**src/rtl/swap_scheduler_pkg.sv**
```systemverilog
// Shared definitions for the swap scheduler.
//   state_e  : scheduler FSM state encoding
//   CMD_SWAP : swap engine command that starts a swap
//   CMD_IDLE : swap engine command driven in every other state
//   is_wait  : true for the states that count towards the timeout
package swap_scheduler_pkg;

  typedef enum logic [2:0] {
    StIdle     = 3'd0,
    StLoad     = 3'd1,
    StIssue    = 3'd2,
    StWaitBusy = 3'd3,
    StWaitIrq  = 3'd4,
    StWaitClr  = 3'd5,
    StDone     = 3'd6
  } state_e;

  localparam logic [3:0] CMD_SWAP = 4'h5;
  localparam logic [3:0] CMD_IDLE = 4'h0;

  function automatic logic is_wait(input state_e s);
    return (s == StWaitBusy) || (s == StWaitIrq) || (s == StWaitClr);
  endfunction

endpackage

```
**src/rtl/rr_arb2.sv**
```systemverilog
// Two-way round-robin picker.
//   req    : request vector, bit i for requester i
//   last   : index of the requester that won most recently
//   winner : one-hot winner, zero when nobody requests
module rr_arb2 (
  input  logic [1:0] req,
  input  logic       last,
  output logic [1:0] winner
);

  always_comb begin
    winner = 2'b00;
    case (req)
      2'b01:   winner = 2'b01;
      2'b10:   winner = 2'b10;
      // On a tie the requester that did not win last time goes first.
      2'b11:   winner = last ? 2'b01 : 2'b10;
      default: winner = 2'b00;
    endcase
  end

endmodule

```
**src/rtl/swap_scheduler.sv**
```systemverilog
// Arbitrates two requesters onto a single swap engine and sequences one swap
// at a time: latch operands, issue the start command, then follow the engine
// busy/interrupt handshake, with a timeout guarding every wait state.
//   clk, rst_n          : clock, asynchronous active-low reset
//   req                 : per-requester level request, held until done
//   req_read_addr/...   : packed per-requester operands (requester i in slice i)
//   gnt                 : one-hot grant, high from issue until done
//   done                : one-cycle completion pulse to the granted requester
//   err                 : one-cycle timeout pulse
//   busy                : FSM not idle
//   read_addr/...       : registered operands to the swap engine
//   command             : swap engine command
//   cmd_swap, interupt  : swap engine busy and completion flags
module swap_scheduler
  import swap_scheduler_pkg::*;
#(
  parameter int unsigned ADDR    = 2,
  parameter int unsigned TIMEOUT = 64
) (
  input  logic                  clk,
  input  logic                  rst_n,
  input  logic [1:0]            req,
  input  logic [2*(ADDR+1)-1:0] req_read_addr,
  input  logic [2*(ADDR+1)-1:0] req_write_addr,
  input  logic [3:0]            req_chunks,
  input  logic [1:0]            req_sel_cd,
  input  logic [1:0]            req_sel_ab,
  input  logic                  cmd_swap,
  input  logic                  interupt,
  output logic [1:0]            gnt,
  output logic [1:0]            done,
  output logic                  err,
  output logic                  busy,
  output logic [ADDR:0]         read_addr,
  output logic [ADDR:0]         write_addr,
  output logic [1:0]            numbr_of_chunk,
  output logic                  select_Ram_C_Or_D,
  output logic                  select_Ram_A_Or_B,
  output logic [3:0]            command
);

  localparam int unsigned AW = ADDR + 1;
  localparam int unsigned CW = $clog2(TIMEOUT) + 1;
  localparam logic [CW-1:0] CntLimit = CW'(TIMEOUT - 1);
  localparam logic [CW-1:0] CntMax   = {CW{1'b1}};

  state_e          state_q, state_d;
  logic [1:0]      winner_q, winner_d;
  logic            last_q, last_d;
  logic [1:0]      gnt_q, gnt_d;
  logic [AW-1:0]   read_addr_q, read_addr_d;
  logic [AW-1:0]   write_addr_q, write_addr_d;
  logic [1:0]      chunks_q, chunks_d;
  logic            sel_cd_q, sel_cd_d;
  logic            sel_ab_q, sel_ab_d;
  logic [CW-1:0]   cnt_q, cnt_d;

  logic [1:0]      rr_winner;
  logic            timeout_hit;
  logic            sel_hi;

  rr_arb2 u_rr_arb2 (
    .req    (req),
    .last   (last_q),
    .winner (rr_winner)
  );

  assign sel_hi      = winner_q[1];
  assign timeout_hit = is_wait(state_q) && (cnt_q == CntLimit);

  always_comb begin
    state_d      = state_q;
    winner_d     = winner_q;
    last_d       = last_q;
    gnt_d        = gnt_q;
    read_addr_d  = read_addr_q;
    write_addr_d = write_addr_q;
    chunks_d     = chunks_q;
    sel_cd_d     = sel_cd_q;
    sel_ab_d     = sel_ab_q;
    cnt_d        = cnt_q;

    // Wait states count up, saturating so a stuck engine can never wrap.
    if (is_wait(state_q) && (cnt_q != CntMax)) begin
      cnt_d = cnt_q + CW'(1);
    end

    case (state_q)
      StIdle: begin
        if (|req) begin
          winner_d = rr_winner;
          state_d  = StLoad;
        end
      end
      StLoad: begin
        read_addr_d  = sel_hi ? req_read_addr[2*AW-1:AW]  : req_read_addr[AW-1:0];
        write_addr_d = sel_hi ? req_write_addr[2*AW-1:AW] : req_write_addr[AW-1:0];
        chunks_d     = sel_hi ? req_chunks[3:2] : req_chunks[1:0];
        sel_cd_d     = sel_hi ? req_sel_cd[1] : req_sel_cd[0];
        sel_ab_d     = sel_hi ? req_sel_ab[1] : req_sel_ab[0];
        gnt_d        = winner_q;
        last_d       = winner_q[1];
        state_d      = StIssue;
      end
      StIssue: begin
        cnt_d   = '0;
        state_d = StWaitBusy;
      end
      StWaitBusy: begin
        if (timeout_hit) begin
          gnt_d   = 2'b00;
          state_d = StIdle;
        end else if (cmd_swap) begin
          state_d = StWaitIrq;
        end
      end
      StWaitIrq: begin
        if (timeout_hit) begin
          gnt_d   = 2'b00;
          state_d = StIdle;
        end else if (interupt) begin
          state_d = StWaitClr;
        end
      end
      StWaitClr: begin
        // A lingering second interrupt cycle lands here and is ignored.
        if (timeout_hit) begin
          gnt_d   = 2'b00;
          state_d = StIdle;
        end else if (!cmd_swap) begin
          state_d = StDone;
        end
      end
      StDone: begin
        gnt_d   = 2'b00;
        state_d = StIdle;
      end
      default: begin
        gnt_d   = 2'b00;
        state_d = StIdle;
      end
    endcase
  end

  always_ff @(posedge clk or negedge rst_n) begin
    if (!rst_n) begin
      state_q      <= StIdle;
      winner_q     <= 2'b00;
      last_q       <= 1'b1;
      gnt_q        <= 2'b00;
      read_addr_q  <= '0;
      write_addr_q <= '0;
      chunks_q     <= 2'b00;
      sel_cd_q     <= 1'b0;
      sel_ab_q     <= 1'b0;
      cnt_q        <= '0;
    end else begin
      state_q      <= state_d;
      winner_q     <= winner_d;
      last_q       <= last_d;
      gnt_q        <= gnt_d;
      read_addr_q  <= read_addr_d;
      write_addr_q <= write_addr_d;
      chunks_q     <= chunks_d;
      sel_cd_q     <= sel_cd_d;
      sel_ab_q     <= sel_ab_d;
      cnt_q        <= cnt_d;
    end
  end

  // Decoded straight from state so reset clears them without waiting a clock.
  assign command           = (state_q == StIssue) ? CMD_SWAP : CMD_IDLE;
  assign done              = (state_q == StDone) ? winner_q : 2'b00;
  assign err               = timeout_hit;
  assign busy              = (state_q != StIdle);
  assign gnt               = gnt_q;
  assign read_addr         = read_addr_q;
  assign write_addr        = write_addr_q;
  assign numbr_of_chunk    = chunks_q;
  assign select_Ram_C_Or_D = sel_cd_q;
  assign select_Ram_A_Or_B = sel_ab_q;

endmodule
```
**config.mk**
```make
export PLATFORM = sky130hd
export DESIGN_NAME = swap_scheduler
export DESIGN_NICKNAME = d
export VERILOG_FILES = /design/src/rtl/swap_scheduler_pkg.sv /design/src/rtl/rr_arb2.sv /design/src/rtl/swap_scheduler.sv
export SDC_FILE = /design/constraint.sdc
export NUM_CORES = 1
export LEC_CHECK = 0
export ABC_AREA = 1
export BUFFER_PORTS_ARGS = -buffer_cell sky130_fd_sc_hd__buf_2
export CORE_MARGIN = 2
export CORE_UTILIZATION = 23
export CTS_BUF_LIST = sky130_fd_sc_hd__clkbuf_16
export CTS_CLUSTER_DIAMETER = 60
export DETAILED_ROUTE_END_ITERATION = 10
export PLACE_DENSITY = 0.5
export SYNTH_ARGS = -nofsm -noshare
export SYNTH_HDL_FRONTEND = slang
export SYNTH_SLANG_ARGS = --single-unit
```
**constraint.sdc**
```tcl
create_clock -name clk -period 1.8 [get_ports clk]
set_input_delay 0.18 -clock clk [delete_from_list [all_inputs] [get_ports clk]]
set_output_delay 0.18 -clock clk [all_outputs]
set_load 0.05 [all_outputs]
```
==> results.md <==
| Item | Value |
| --- | --- |
| Result of the run | finished, final reports clean |
| CTS tree | done |
| Number of global-route vias before repair | 1166 |
| Count of yosys warnings during synthesis | 0 |
| Floorplan die width | 81.4 um |
| Static leakage | 0.927 nW |
| Routability cong. | 0.793 |
| Flip-flop and latch count after synthesis | 25 |
| Synthesized area | 0.00138 mm^2 |
| Count of routing violations after the opening detailed-route iteration | 54 |
| Max-capacitance violation count | 0 |
| Insertion delay to the later sink of the worst-skew pair | 260 ps |
| Pwr per Cell Area | 1870 mW/mm^2 |
| Required @ worst endpoint | 1620 ps |
| Unrepaired setup endpoints after global routing | no |
| Part of the power in combinational logic | 0.551 |
| Skew final | 3.11 ps |
| Type of destination of the critical path | output pin |
| Remaining global-route overflow | 0 |
| Via count | 1293 |
| Sw frac | 0.517 |
| Final cell utilization of the core | 0.302 |
| DRC viols | 0 |
| Clock slew at reported path FFs | 70 ps |
| IR drop worst, VDD | 0.801 mV |
| Setup slack of the worst register-to-register path | 440 ps |
| # nets final | 256 |
| FF+latch area | 627 um^2 |
| Cell count of the worst reg-to-reg path | 6 |
| Switching component of the power | 1.71 mW |
| Final Slew Violations | 0 |
| Detail Placement HPWL | 2510 um |
| Sum Neg Setup Slack | 0 ps |
| Inst Count DP | 298 |
| Sinks on Clock Net | 25 |
| Maximum root-to-sink buffer count | 2 |
| Number of buffers created by CTS | 3 |
| # rows | 28 |
| Final worst path period share | 0.921 |
| Crit Reg-Reg Startpoint | state_q[2] |
| Ports | 46 |
| Initial core utilization | 0.235 |
| Number of enable-type register cells in the synthesized netlist | 0 |
| Final setup violation count | 0 |
| Post-layout min period | 1660 ps |
| Hold Worst Slack | 167 ps |
| Die Height | 81.4 um |
| Internal power of the cells | 1.60 mW |
| Area of the multi-input gates | 647 um^2 |
| H-tree levels | 1 |
| Diode insertion count for antenna repair | 0 |
| Total track usage | 0.104 |
| Ratio of cells with drive above 1 in the final layout | 0.276 |
| Largest net degree at the start of global routing | 26 |
| Wirelength per Cell | 10.7 um |
| Overall die area | 0.00662 mm^2 |
| Number of hold-slack violations in the final timing report | 0 |
| Part of the power in the clock network | 0.155 |
| Wire length of the first global-routing pass | 5340 um |
| Worst-Margin Slew | 578 ps |
| Post-Synthesis Mean Instance Area | 7.49 um^2 |
| Fmax | 0.603 GHz |
| Sequential cell fraction of total power | 0.293 |
| Capturing element of the worst setup path | err |
| Headroom to the max-slew limit | 0.615 |
| Fill count | 641 |
| Area growth from synthesis to layout | 28.3% |
| WS Path Type | flip-flop to output pin |
| Number of instances in the synthesized netlist | 184 |
| Post-route antenna net violation count | 0 |
| Hold/Removal Path Class | input port to flip-flop |
| Top FF cell, synth | dfrtp_1 |
| Sequential share of the synthesized area | 0.455 |
| Count of cell types in the netlist | 26 |
| Arrival time of data at the critical path endpoint | 1480 ps |
| Clock root buffer | clkbuf_16 |
| Antenna violations before repair | 0 |
| Maximum fanout encountered on the critical timing path | 5 |
| Sum of routed wire length over all layers | 3250 um |
| Routed vias/inst | 4.27 |
| Buffers added on ports | 43 |
| Post-synth ARST share | 1.00 |
| First drt pass iteration count | 4 |
| Filler-free cell count of the finished design | 303 |
| Launching element type of the critical path | flip-flop |
| Area inside the core boundary | 0.00585 mm^2 |
| Reg-to-reg endpoint | select_Ram_C_Or_D |
| Startpoint of the most critical setup path | state_q[1] |
## worst max-delay path, stage by stage, from the launching register on
cell and delay (ps):
dfrtp_1 460, inv_2 80, nand2_1 100, inv_2 50
nor2_4 150, inv_1 70, nand2_1 70, inv_1 40
clkbuf_4 200
## cells in the mapped netlist (4+ instances only)
cell type,number,area (um^2)
nand3_1,14,70.1
a31oi_1,10,62.6
inv_2,4,15.0
buf_4,4,30.0
nand2_1,58,218
nand4_1,4,25.0
o21ai_0,5,25.0
nor2_1,21,78.8
dfrtp_1,24,601
o21ai_1,4,20.0
inv_1,16,60.1
## sequential cells by signal, indices dropped and copies added, names as in the netlist, 2 cells and up
register        cells
state_q             3
read_addr           3
write_addr          3
cnt_q               7
winner_q            2
numbr_of_chunk      2
gnt                 2
## layout by cell type, fill, tap and decap left out, types with 2 or more instances in the layout
| cell | synthesis | final |
|---|---|---|
| nand2_1 | 58 | 58 |
| buf_2 | 1 | 42 |
| dfrtp_1 | 24 | 24 |
| nor2_1 | 21 | 20 |
| inv_1 | 16 | 16 |
| nand3_1 | 14 | 13 |
| a31oi_1 | 10 | 10 |
| o21ai_0 | 5 | 5 |
| inv_2 | 4 | 4 |
| nand4_1 | 4 | 4 |
| o21ai_1 | 4 | 4 |
| nor2_2 | 2 | 3 |
| clkbuf_16 | 0 | 3 |
| nand3_2 | 1 | 2 |
| nor2_4 | 2 | 2 |
| xor2_1 | 2 | 2 |
| a21oi_1 | 2 | 2 |
| conb_1 | 1 | 2 |
| buf_4 | 4 | 2 |
## cells by family after synthesis
family,count (synthesis),synth area share
AOI/OAI and AO/OA,24,0.108
xor gates and xnor gates,3,0.0191
adders and majority gates,1,0.00908
buffers and inverters,27,0.0854
DFF,25,0.455
other,1,0.00272
and+or+nand+nor,103,0.321
## metrics by stage
step	power, mW	cell area, um^2	setup slack [ps]
2_1_floorplan	2.39	1380	282
6_report	3.30	1770	142
3_3_place_gp	2.82	1660	327
3_5_place_dp	2.83	1660	303
4_1_cts	3.36	1760	15.5
5_1_grt	3.60	1770	22.8
## metal layers
layer,track usage,part of all wire,vias to the layer above
met4,0.0305,0.0040,0
li1,-,-,677
met3,0.0211,0.046,2
met5,0,0,-
met1,0.139,0.48,589
met2,0.168,0.47,25
## power by group through the flow
stage	registers (mW)	clock network, mW	logic (mW)
floorplan	1.41	0	0.983
global placement	0.979	0	1.84
detailed placement	0.981	0	1.85
CTS	0.972	0.533	1.85
global route	1.01	0.554	2.03
finish	0.968	0.513	1.82
## cell type report
class,instances,share of cell area
repair buffers,46,0.137
clock buffers,3,0.0425
flip-flops and latches,25,0.355
well taps,75,0.0531
multi-input cells,133,0.366
inverters,20,0.0425
clock inverters,1,0.00425
## timing repair
action	in CTS	in global routing
gates resized for setup	0	4
setup buffers	0	0
setup endpoints to repair	0	1
hold endpoints to repair	24	0
hold buffers	1	0
## worst min path at each step
stage / startpoint / end / slack [ps] / cells past startpoint
6_report: req_chunks[2] / numbr_of_chunk[0] / 170 / 3
5_1_grt: req_read_addr[2] / read_addr[2] / 170 / 3
4_1_cts: req_chunks[2] / numbr_of_chunk[0] / 160 / 3
3_5_place_dp: rst_n / cnt_q[6] / 230 / 1
3_3_place_gp: rst_n / cnt_q[4] / 230 / 1
2_1_floorplan: rst_n / cnt_q[0] / -120 / 0
Power figures use the tool's default switching activity.
